`config.mk`:
```
export PLATFORM = sky130hd
export DESIGN_NAME = clk_gate_enable_ctrl
export DESIGN_NICKNAME = d
export VERILOG_FILES = /design/src/rtl/clk_gate_enable_ctrl.sv
export SDC_FILE = /design/constraint.sdc
export NUM_CORES = 1
export LEC_CHECK = 0
export ABC_AREA = 1
export CAP_MARGIN = 0
export CORE_MARGIN = 2
export CORE_UTILIZATION = 40
export DETAILED_ROUTE_END_ITERATION = 10
export GPL_TIMING_DRIVEN = 1
export PLACE_DENSITY = 0.72
export SYNTH_ARGS = -nofsm -noshare
export SYNTH_HDL_FRONTEND = slang
export SYNTH_SLANG_ARGS = --single-unit
```
`constraint.sdc`:
```
create_clock -name clk_i -period 1.45 [get_ports clk_i]
set_input_delay 0.435 -clock clk_i [delete_from_list [all_inputs] [get_ports clk_i]]
set_output_delay 0.435 -clock clk_i [all_outputs]
set_load 0.02 [all_outputs]
```
`src/rtl/clk_gate_enable_ctrl.sv`:
```
// Enable-side controller for an integrated clock-gate: idle hysteresis, wake-up
// sequencing and per-port grants, all running on the free clock.
module clk_gate_enable_ctrl #(
   parameter  int NREQ        = 4,
   parameter  int IDLE_CYCLES = 8,
   parameter  int WAKE_CYCLES = 2,
   localparam int CW = $clog2(((IDLE_CYCLES > WAKE_CYCLES) ? IDLE_CYCLES : WAKE_CYCLES) + 1)
) (
   input  logic            clk_i,
   input  logic            rst_i,
   input  logic [NREQ-1:0] req_i,
   input  logic            busy_i,
   input  logic            force_on_i,
   input  logic            se_i,
   output logic            e_o,
   output logic            te_o,
   output logic [NREQ-1:0] ack_o,
   output logic            gated_o,
   output logic [CW-1:0]   cnt_o
);

   typedef enum logic [1:0] {
      ST_RUN   = 2'd0,
      ST_GATED = 2'd1,
      ST_WAKE  = 2'd2
   } state_e;

   localparam logic [CW-1:0] IDLE_RLD = CW'(IDLE_CYCLES - 1);
   localparam logic [CW-1:0] WAKE_RLD = CW'(WAKE_CYCLES - 1);
   localparam logic [CW-1:0] CNT_ZERO = {CW{1'b0}};

   state_e          state_q, state_d;
   logic            e_q, e_d;
   logic            gated_q, gated_d;
   logic [NREQ-1:0] ack_q, ack_d;
   logic [CW-1:0]   cnt_q, cnt_d;
   logic            act_s;

   assign act_s = (|req_i) | busy_i | force_on_i;

   // Next-state and next-output decode for the RUN/GATED/WAKE sequencer.
   always_comb begin
      state_d = state_q;
      e_d     = e_q;
      gated_d = gated_q;
      ack_d   = ack_q;
      cnt_d   = cnt_q;
      case (state_q)
         ST_RUN: begin
            e_d     = 1'b1;
            gated_d = 1'b0;
            if (act_s) begin
               cnt_d = IDLE_RLD;
               ack_d = req_i;
            end else if (cnt_q != CNT_ZERO) begin
               cnt_d = cnt_q - {{(CW-1){1'b0}}, 1'b1};
               ack_d = req_i;
            end else begin
               state_d = ST_GATED;
               e_d     = 1'b0;
               gated_d = 1'b1;
               ack_d   = {NREQ{1'b0}};
            end
         end
         ST_GATED: begin
            ack_d = {NREQ{1'b0}};
            if (act_s) begin
               state_d = ST_WAKE;
               e_d     = 1'b1;
               gated_d = 1'b0;
               cnt_d   = WAKE_RLD;
            end else begin
               e_d     = 1'b0;
               gated_d = 1'b1;
               cnt_d   = CNT_ZERO;
            end
         end
         ST_WAKE: begin
            // Wake always runs to completion; grants resume only once back in RUN.
            e_d     = 1'b1;
            gated_d = 1'b0;
            ack_d   = {NREQ{1'b0}};
            if (cnt_q != CNT_ZERO) begin
               cnt_d = cnt_q - {{(CW-1){1'b0}}, 1'b1};
            end else begin
               state_d = ST_RUN;
               cnt_d   = IDLE_RLD;
            end
         end
         default: begin
            state_d = ST_RUN;
            e_d     = 1'b1;
            gated_d = 1'b0;
            ack_d   = {NREQ{1'b0}};
            cnt_d   = IDLE_RLD;
         end
      endcase
   end

   // State and output registers; reset leaves the clock ungated.
   always_ff @(posedge clk_i) begin
      if (rst_i) begin
         state_q <= ST_RUN;
         e_q     <= 1'b1;
         gated_q <= 1'b0;
         ack_q   <= {NREQ{1'b0}};
         cnt_q   <= IDLE_RLD;
      end else begin
         state_q <= state_d;
         e_q     <= e_d;
         gated_q <= gated_d;
         ack_q   <= ack_d;
         cnt_q   <= cnt_d;
      end
   end

   assign e_o     = e_q;
   assign gated_o = gated_q;
   assign ack_o   = ack_q;
   assign cnt_o   = cnt_q;
   assign te_o    = se_i | force_on_i;

endmodule
```
==> impl_metrics.tcl, run 1 <==
set metrics [dict create \
    yosysSeqAreaShare_pct 41.9 \
    synth_simple_gate_area_share_pct 38.4 \
    synth_compound_area_share_pct 5.68 \
    vias 597 \
    grt_usage_pct 17.6 \
    synth_cell_types 17 \
    ys_seq_elements 12 \
    max_cap_violations 0 \
    h-tree-depth 1 \
    timing_worst_setup_path_type "input pin to flip-flop" \
    synth_area_um2 573 \
    routed_via_density 4.66 \
    clk_pin_slew_worst_paths_ns 0.08 \
    leakagePower_nw 0.484 \
    port_buffers 19 \
    row_count 13 \
    initial_core_util_pct 43.5 \
    tns_ns 0 \
    power.density_nw_per_um2 784 \
    cp_max_fo 5 \
    clockBufferDepth 2 \
    root_buffer "clkbuf_4" \
    core_um2 1320 \
    cts.sinks 12 \
    grt_pass1_wl_um 2350 \
    fmax_ghz 0.722 \
    fin_cells 128 \
    dp_cells 124 \
    route.detailed.drc 0 \
    gp_congestion 0.831 \
    final_nets 124 \
    dp_hpwl_um 985 \
    gr-usage-met3_pct 7.83 \
    netlist_instances 85 \
    synthAdderAreaFrac_pct 2.18 \
    synthMuxAreaShare_pct 0 \
    fillCellCount 136 \
    hp-start "force_on_i" \
    drt_iter0_drc 12 \
    synth_top_family_by_area "simple AND/OR/NAND/NOR gates" \
    worst_slew_pin_slew_ns 0.253 \
    wl_per_cell_um 9.51 \
    r2r_start "cnt_o[0]$_SDFFE_PP1P_" \
    r2r-end "cnt_o[1]$_SDFFE_PP1P_" \
    met1_usage_pct 20.7 \
    layout-drive-gt1-share_pct 19.5 \
    synth_xor_area_share_pct 0 \
    numCtsBuffers 3 \
    max_slew_margin_pct 83.1 \
    wl_um 1220 \
    first_pass_iters 4 \
    synth_warnings 0 \
    r2r_slack_ns 0.19 \
    worst-endpoint-arrival_ns 1.55 \
    finalHoldViolations 0 \
    hold_buffers 0 \
    syn_to_final_growth_pct 49.1 \
    die-area_um2 1750 \
    startpoint_type "input pin" \
    setup_viol_count_final 0 \
    p_total_uw 670 \
    antenna_cells 0 \
    clock_latency_ns 0.27 \
    cts_tree "built" \
    ios 20 \
    cp_data_required_time_ns 1.62 \
    avgSynthCellArea_um2 6.74 \
    slew_viol_final 0 \
    grt-ovfl-total 0 \
    reg2reg_depth 7 \
    grt-busiest-layer "met2" \
    syn_nets 95 \
    grt_pass1_vias 590 \
    max-vdd-ir-drop_uv 572 \
    fin_skew_ns 0.000282 \
    period_minus_slack_ns 1.38 \
    crit_path_start "req_i[1]" \
    ant_nets 0 \
    antenna_found_initial 0 \
    setup.worst_path.end "cnt_o[1]$_SDFFE_PP1P_" \
    die_w_um 41.9 \
    grt_max_degree 8 \
    hold_path.class "input pin to flip-flop" \
    die_h_um 41.9 \
    status "finished clean" \
    use_met2_pct 27.5 \
    grt_setup_unrepaired "false" \
    fin_crit_sh_pct 95.5 \
    end_kind "flip-flop" \
]
sequential cells by signal (all words and copies together) (netlist names):
signal and count:
ack_o 4, cnt_o 4, e_o 1, gated_o 1, state_q 2
critical path, stage by stage:
cell             delay, ns
clkdlybuf4s50_1       0.43
nor2_1                0.17
inv_1                 0.09
nor2_4                0.16
nand3_2               0.11
nand2_1               0.09
nand3_1               0.06
power breakdown:
group,total (mW),internal (mW),switching [mW]
registers,0.337,0.335,0.00139
logic,0.0646,0.0333,0.0313
clock network,0.268,0.153,0.115
total,0.670,0.521,0.148
synth_stat cells, drive strengths merged:
| master | instances | area [µm²] |
|---|---|---|
| nor2 | 12 | 55.1 |
| nand2 | 24 | 92.6 |
| or2 | 2 | 12.5 |
| nand4 | 4 | 25.0 |
| o31ai | 1 | 7.51 |
| a21oi | 2 | 10.0 |
| nand3 | 6 | 35.0 |
| ha | 1 | 12.5 |
| dfxtp | 12 | 240 |
| inv | 18 | 67.6 |
| o21ai | 3 | 15.0 |
logic make-up after synthesis:
logic type,after synthesis
and+or+nand+nor,48
DFF,12
AOI/OAI and AO/OA,6
buffers and inverters,18
adders and majority gates,1
stage by stage:
stage	area, µm²	setup WS, ns	util [%]	hold slack (ns)
final	855	0.0658	64.9	0.642
after floorplan	573	0.103	-	0.504
after CTS	846	-0.178	64.2	0.643
after detailed placement	820	-0.666	62.2	0.630
after global placement	820	-0.656	62.2	0.610
after global routing	855	0.00381	64.9	0.665
metal layers:
metal	wire length, µm	part of all wire [%]	vias to the layer above
li1	-	-	321
met1	548	45	254
met2	563	46	18
met3	84	6.9	4
met4	21	1.7	0
met5	0	0	-
worst min-delay path by stage:
stage | endpoint | slack [ns] | depth (start not counted)
CTS | cnt_o[3]$_SDFFE_PP0P_ | 0.64 | 4
floorplan | state_q[1]$_SDFFE_PP0P_ | 0.50 | 1
detailed placement | cnt_o[3]$_SDFFE_PP0P_ | 0.63 | 4
global route | e_o$_SDFF_PP1_ | 0.66 | 5
finish | cnt_o[1]$_SDFFE_PP1P_ | 0.64 | 6
global placement | cnt_o[3]$_SDFFE_PP0P_ | 0.61 | 4
timing repair:
| action | 4_1_cts | 5_1_grt |
|---|---|---|
| cloned | 0 | 0 |
| gates resized for setup | 18 | 8 |
| endpoints found under the setup margin | 11 | 4 |
| buffers inserted | 0 | 0 |
| pin swaps | 0 | 0 |
layout make-up:
| cell class | count | area, µm² | area share [%] |
|---|---|---|---|
| repair buffers | 24 | 216 | 25.3 |
| inverters | 18 | 67.6 | 7.91 |
| clock buffers | 4 | 36.3 | 4.25 |
| multi-input cells | 55 | 275 | 32.2 |
| flip-flops and latches | 12 | 240 | 28.1 |
| well taps | 15 | 18.8 | 2.20 |
placed cells by master (no fill, tap or decap), drive strengths merged:
master / synthesis / layout
a21oi: 2 / 2
o31ai: 1 / 1
or2: 2 / 2
nand3: 6 / 6
inv: 18 / 18
nand4: 4 / 4
o21ai: 3 / 3
dfxtp: 12 / 12
buf: 0 / 6
clkdlybuf4s50: 0 / 6
clkdlybuf4s15: 0 / 2
dlygate4sd2: 0 / 8
nand2: 24 / 24
dlymetal6s2s: 0 / 1
nor2: 12 / 12
ha: 1 / 1
clkbuf: 0 / 5
Note: power is estimated with default switching activity, not from simulation.
==> inputs of run 2 (changes only) <==
--- a/config.mk
+++ b/config.mk
@@ -6,12 +6,12 @@
 export NUM_CORES = 1
 export LEC_CHECK = 0
 export ABC_AREA = 1
-export CAP_MARGIN = 0
 export CORE_MARGIN = 2
 export CORE_UTILIZATION = 40
 export DETAILED_ROUTE_END_ITERATION = 10
 export GPL_TIMING_DRIVEN = 1
 export PLACE_DENSITY = 0.72
+export SLEW_MARGIN = 20
 export SYNTH_ARGS = -nofsm -noshare
 export SYNTH_HDL_FRONTEND = slang
 export SYNTH_SLANG_ARGS = --single-unit
==> results of run 2 <==
No change in the layout: final DEF, timing and power equal those of run 1.
